**config.mk**
```make
export PLATFORM = sky130hd
export DESIGN_NAME = counter_datacheck
export DESIGN_NICKNAME = d
export VERILOG_FILES = /design/src/rtl/counter_datacheck.sv
export SDC_FILE = /design/constraint.sdc
export NUM_CORES = 1
export LEC_CHECK = 0
export CAP_MARGIN = 20
export CORE_MARGIN = 2
export CORE_UTILIZATION = 42
export DETAILED_ROUTE_END_ITERATION = 6
export PLACE_DENSITY = 0.7
export SLEW_MARGIN = 20
export SYNTH_ARGS = -nofsm -noshare
export SYNTH_HDL_FRONTEND = slang
export SYNTH_SLANG_ARGS = --single-unit
```
**constraint.sdc**
```tcl
create_clock -name clk -period 2.71 [get_ports clk]
set_clock_uncertainty 0.15 [all_clocks]
set_input_delay 0.4065 -clock clk [delete_from_list [all_inputs] [get_ports clk]]
set_output_delay 0.4065 -clock clk [all_outputs]
set_load 0.05 [all_outputs]
```
**src/rtl/counter_datacheck.sv**
```systemverilog
`default_nettype none
// ============================================================================
//  Module   : counter_datacheck
//  Purpose  : Receive-side checker for the loopback test path. Verifies that
//             returned bytes follow an 8-bit incrementing count (0x00..0xFF,
//             wrapping). Hunts for lock, then counts mismatches while locked
//             and falls back to hunting after a run of consecutive errors.
//  Ports    : clk          - clock
//             reset        - asynchronous, active-high reset
//             rx_valid_i   - rx_data_i holds a byte this cycle
//             rx_data_i    - received byte
//             clear_i      - synchronous clear of err_count/rx_count/lock_lost
//             locked_o     - checker is in the LOCKED state
//             err_pulse_o  - one-cycle strobe per mismatching byte while LOCKED
//             err_count_o  - mismatches while LOCKED, saturating
//             rx_count_o   - valid bytes received, wrapping
//             lock_lost_o  - sticky flag, set on LOCKED->HUNT
//             expected_o   - next byte the checker expects (debug)
//  Revision : 1.0 - initial release
// ============================================================================
module counter_datacheck #(
    parameter int unsigned LOCK_COUNT = 4,
    parameter int unsigned LOSS_COUNT = 8,
    parameter int unsigned ERR_W      = 16,
    parameter int unsigned CNT_W      = 32
) (
    input  logic             clk,
    input  logic             reset,
    input  logic             rx_valid_i,
    input  logic [7:0]       rx_data_i,
    input  logic             clear_i,
    output logic             locked_o,
    output logic             err_pulse_o,
    output logic [ERR_W-1:0] err_count_o,
    output logic [CNT_W-1:0] rx_count_o,
    output logic             lock_lost_o,
    output logic [7:0]       expected_o
);

    localparam logic [7:0] c_lock_count = 8'(LOCK_COUNT);
    localparam logic [7:0] c_loss_count = 8'(LOSS_COUNT);

    typedef enum logic [0:0] {
        ST_HUNT   = 1'b0,
        ST_LOCKED = 1'b1
    } state_t;

    state_t             state_q,     state_d;
    logic [7:0]         expected_q,  expected_d;
    logic [7:0]         run_q,       run_d;
    logic [7:0]         bad_run_q,   bad_run_d;
    logic               err_pulse_q, err_pulse_d;
    logic [ERR_W-1:0]   err_count_q, err_count_d;
    logic [CNT_W-1:0]   rx_count_q,  rx_count_d;
    logic               lock_lost_q, lock_lost_d;

    logic               w_err_event;
    logic               w_lock_loss;

    always_comb begin
        state_d     = state_q;
        expected_d  = expected_q;
        run_d       = run_q;
        bad_run_d   = bad_run_q;
        err_pulse_d = 1'b0;
        w_err_event = 1'b0;
        w_lock_loss = 1'b0;

        if (rx_valid_i) begin
            case (state_q)
                ST_HUNT: begin
                    // run == 0 marks the first byte after reset or after
                    // dropping lock; it always starts a fresh candidate run.
                    if ((run_q == 8'd0) || (rx_data_i != expected_q)) begin
                        run_d = 8'd1;
                    end else begin
                        run_d = run_q + 8'd1;
                    end
                    // In HUNT the checker resyncs to whatever arrived.
                    expected_d = rx_data_i + 8'd1;
                    if (run_d == c_lock_count) begin
                        state_d   = ST_LOCKED;
                        bad_run_d = 8'd0;
                    end
                end
                ST_LOCKED: begin
                    // No resync while locked: a single corrupted byte costs
                    // exactly one error instead of two.
                    expected_d = expected_q + 8'd1;
                    if (rx_data_i == expected_q) begin
                        bad_run_d = 8'd0;
                    end else begin
                        err_pulse_d = 1'b1;
                        w_err_event = 1'b1;
                        bad_run_d   = bad_run_q + 8'd1;
                        if (bad_run_d == c_loss_count) begin
                            state_d     = ST_HUNT;
                            w_lock_loss = 1'b1;
                            run_d       = 8'd0;
                            bad_run_d   = 8'd0;
                        end
                    end
                end
                default: begin
                    state_d = ST_HUNT;
                end
            endcase
        end

        // Statistics: clear wins over any same-cycle increment, but a lock
        // loss coinciding with clear must still be recorded.
        err_count_d = err_count_q;
        rx_count_d  = rx_count_q;
        lock_lost_d = lock_lost_q | w_lock_loss;
        if (clear_i) begin
            err_count_d = '0;
            rx_count_d  = '0;
            lock_lost_d = w_lock_loss;
        end else begin
            if (rx_valid_i) begin
                rx_count_d = rx_count_q + {{(CNT_W-1){1'b0}}, 1'b1};
            end
            if (w_err_event && (err_count_q != {ERR_W{1'b1}})) begin
                err_count_d = err_count_q + {{(ERR_W-1){1'b0}}, 1'b1};
            end
        end
    end

    always_ff @(posedge clk or posedge reset) begin
        if (reset) begin
            state_q     <= ST_HUNT;
            expected_q  <= 8'h00;
            run_q       <= 8'd0;
            bad_run_q   <= 8'd0;
            err_pulse_q <= 1'b0;
            err_count_q <= '0;
            rx_count_q  <= '0;
            lock_lost_q <= 1'b0;
        end else begin
            state_q     <= state_d;
            expected_q  <= expected_d;
            run_q       <= run_d;
            bad_run_q   <= bad_run_d;
            err_pulse_q <= err_pulse_d;
            err_count_q <= err_count_d;
            rx_count_q  <= rx_count_d;
            lock_lost_q <= lock_lost_d;
        end
    end

    assign locked_o    = (state_q == ST_LOCKED);
    assign err_pulse_o = err_pulse_q;
    assign err_count_o = err_count_q;
    assign rx_count_o  = rx_count_q;
    assign lock_lost_o = lock_lost_q;
    assign expected_o  = expected_q;

endmodule
`default_nettype wire

```
==> summary.txt <==
Min-delay worst type - in2async
Final instance area - 5370 um2
Largest area contributor in the netlist - dfrtp_1
Top cells by area, synth - dfrtp_1 (44%), xor2_1 (8.7%), nor2_1 (5.1%)
Fin crit period - 2.41 ns
CTS H-tree lvls - 3
#FFs+latches synth - 75
# Max-Cap Violations - 0
# placed instances - 648
Syn-to-layout area delta - 26.9%
Share of cells above drive strength 1 - 0.0998
Syn Inst Count - 447
Yosys warning total - 0
R2R Path Start - bad_run_q[4]
Largest net degree at the start of global routing - 76
Least-Margin Pin Slew - 0.654 ns
Vias in the first global route - 3507
Post-synth ARST share - 1.00
Final Instance Count excl. Fillers - 664
Worst slack, placed - -0.0394 ns
R2R Setup Slk - 0.30 ns
Clk Latency, worst-skew pair - 0.36 ns
Via-to-Cell Ratio - 5.38
Top cells by count, synth - dfrtp_1 (75), nor2_1 (57), xor2_1 (42), nand2_1 (34), nand3_1 (30)
Ant. Diodes - 0
Critical path peak fanout - 7
CP Class - reg2reg
Static leakage - 2.29 nW
# DRC - 0
# rows - 36
Top-count cell post-synth - dfrtp_1
Initial antenna violation count - 0
Syn avg cell area - 9.46 um2
Worst Path Required - 2.80 ns
Worst Setup Start Kind - flop
CTS tree - done
WL per Instance - 14.4 um
RR Endpoint - bad_run_q[1]
Slew headroom - 0.562
Register area share after synthesis - 0.444
Die span in x - 104 um
Fillers - 894
Hold_buf cts - 0
Port bufs - 70
Ys flop type - dfrtp_1
Placed inst area - 5160 um2
Final Util - 0.549
Routed WL - 9550 um
Longest Clk Path Bufs - 2
Crit path arrival time - 2.49 ns
Final ANT Viol Nets - 0
Clock root buffer - clkbuf_8
Final setup vio count - 0
VDD IR max - 0.207 mV
Tot GR Track Use - 0.182
Clock sink total - 75
Tcrit/Tclk final - 0.887
Fin. max-slew vios - 0
Io pins - 71
Status - finished clean
Worst setup EP type - flop
Routed via count - 3573
PwrDens - 431 nW/um2
GRT Residual Overflow - 0
Final GP Congestion - 0.841
NumNets Final - 544
Worst setup margin - 0.305 ns
Number of synthesized flops with an enable pin - 0
First-pass GRT wire length - 16400 um
Area share of the largest cell type after synthesis - 0.444
Worst hold slack - 0.286 ns
Fmax - 416 MHz
Core area - 9770 um2
Synthesized Nets - 465
Clock transition at path regs - 0.09 ns
DR pass1 iterations - 4
Chip height - 104 um
Post-CTS sizing - 0
Iter 0 DRT Violations - 154
Post-CTS Setup Inserts - 0
Number of CTS-inserted buffers - 9
Initial core utilization - 0.433
Post-Syn Area - 4230 um2
FF-to-FF path depth - 6
Fin. Hold Viols - 0
Full die area - 10900 um2
DP HPWL - 6900 um
RSZ-0062 raised after global routing - false
Netlist cell types - 55
==> kinds of logic (layout without fill, tap and decap cells) <==
family          count (synthesis)  after routing  share of synthesized area
buf+inv                        30            114                     0.0272
compound gates                 53             53                     0.0849
flops                          75             75                      0.444
mux                            19             19                     0.0482
fa+ha+maj                       6              6                     0.0178
simple gates                  205            205                      0.256
xor+xnor                       59             59                      0.122
==> worst max path at each step <==
stage | from | endpoint | slack, ns | cells after the start
3_3_place_gp | rx_data_i[5] | bad_run_q[1] | 0.06 | 7
2_1_floorplan | reset | bad_run_q[0] | 0.24 | 1
5_1_grt | rx_data_i[5] | err_count_o[5] | 0.13 | 9
4_1_cts | bad_run_q[3] | bad_run_q[1] | 0.32 | 6
6_report | bad_run_q[4] | bad_run_q[1] | 0.30 | 6
3_5_place_dp | rx_data_i[5] | err_count_o[5] | -0.04 | 9
==> report_power, final <==
| group | switching [mW] | total, mW | internal (mW) |
|---|---|---|---|
| Combinational | 0.152 | 0.242 | 0.0896 |
| Sequential | 0.0266 | 1.16 | 1.14 |
| Clock | 0.466 | 0.907 | 0.441 |
==> per-stage QoR <==
stage	setup TNS, ns	power [mW]
2_1_floorplan	0	1.33
3_3_place_gp	0	1.43
3_5_place_dp	-0.0938	1.43
4_1_cts	0	2.33
5_1_grt	0	2.40
6_report	0	2.31
==> cells in the final DEF, fill, tap and decap left out, drive strengths merged, types with 9 or more instances in the layout <==
cell type / n
mux2i: 11
xor2: 42
nand4: 17
clkbuf: 9
a21oi: 12
dfrtp: 75
clkdlybuf4s50: 70
and3: 15
nor2: 57
buf: 16
inv: 15
o21ai: 12
nand2: 34
xnor2: 17
nand3: 31
==> sequential cells by signal (all words and copies together), names as in the netlist <==
| signal | cells |
|---|---|
| bad_run_q | 8 |
| run_q | 8 |
| rx_count_o | 32 |
| err_pulse_o | 1 |
| lock_lost_o | 1 |
| locked_o | 1 |
| err_count_o | 16 |
| expected_o | 8 |
==> final cells by class <==
| cell class | count | area (um2) | area share |
|---|---|---|---|
| multi-input combinational | 342 | 2240 | 0.417 |
| tap | 133 | 166 | 0.0310 |
| clock buffer | 9 | 124 | 0.0231 |
| inverter | 12 | 45.0 | 0.00840 |
| clock inverter | 7 | 83.8 | 0.0156 |
| timing repair buffer | 86 | 833 | 0.155 |
| sequential | 75 | 1880 | 0.350 |
==> layer usage <==
layer / vias up / part of all wire / global-route usage
met2: 81 / 0.48 / 0.303
met4: 0 / 0.016 / 0.0724
met5: - / 0 / 0
met1: 1751 / 0.46 / 0.238
met3: 12 / 0.045 / 0.0294
li1: 1729 / - / -
==> critical path, stage by stage, from the launching register on <==
cell     delay (ns)
dfrtp_1        0.49
nand4_2        0.18
o21ai_1        0.16
or4b_4         0.49
or3_4          0.38
and3_1         0.18
mux2_4         0.25
Note: power is estimated with default switching activity, not from simulation.
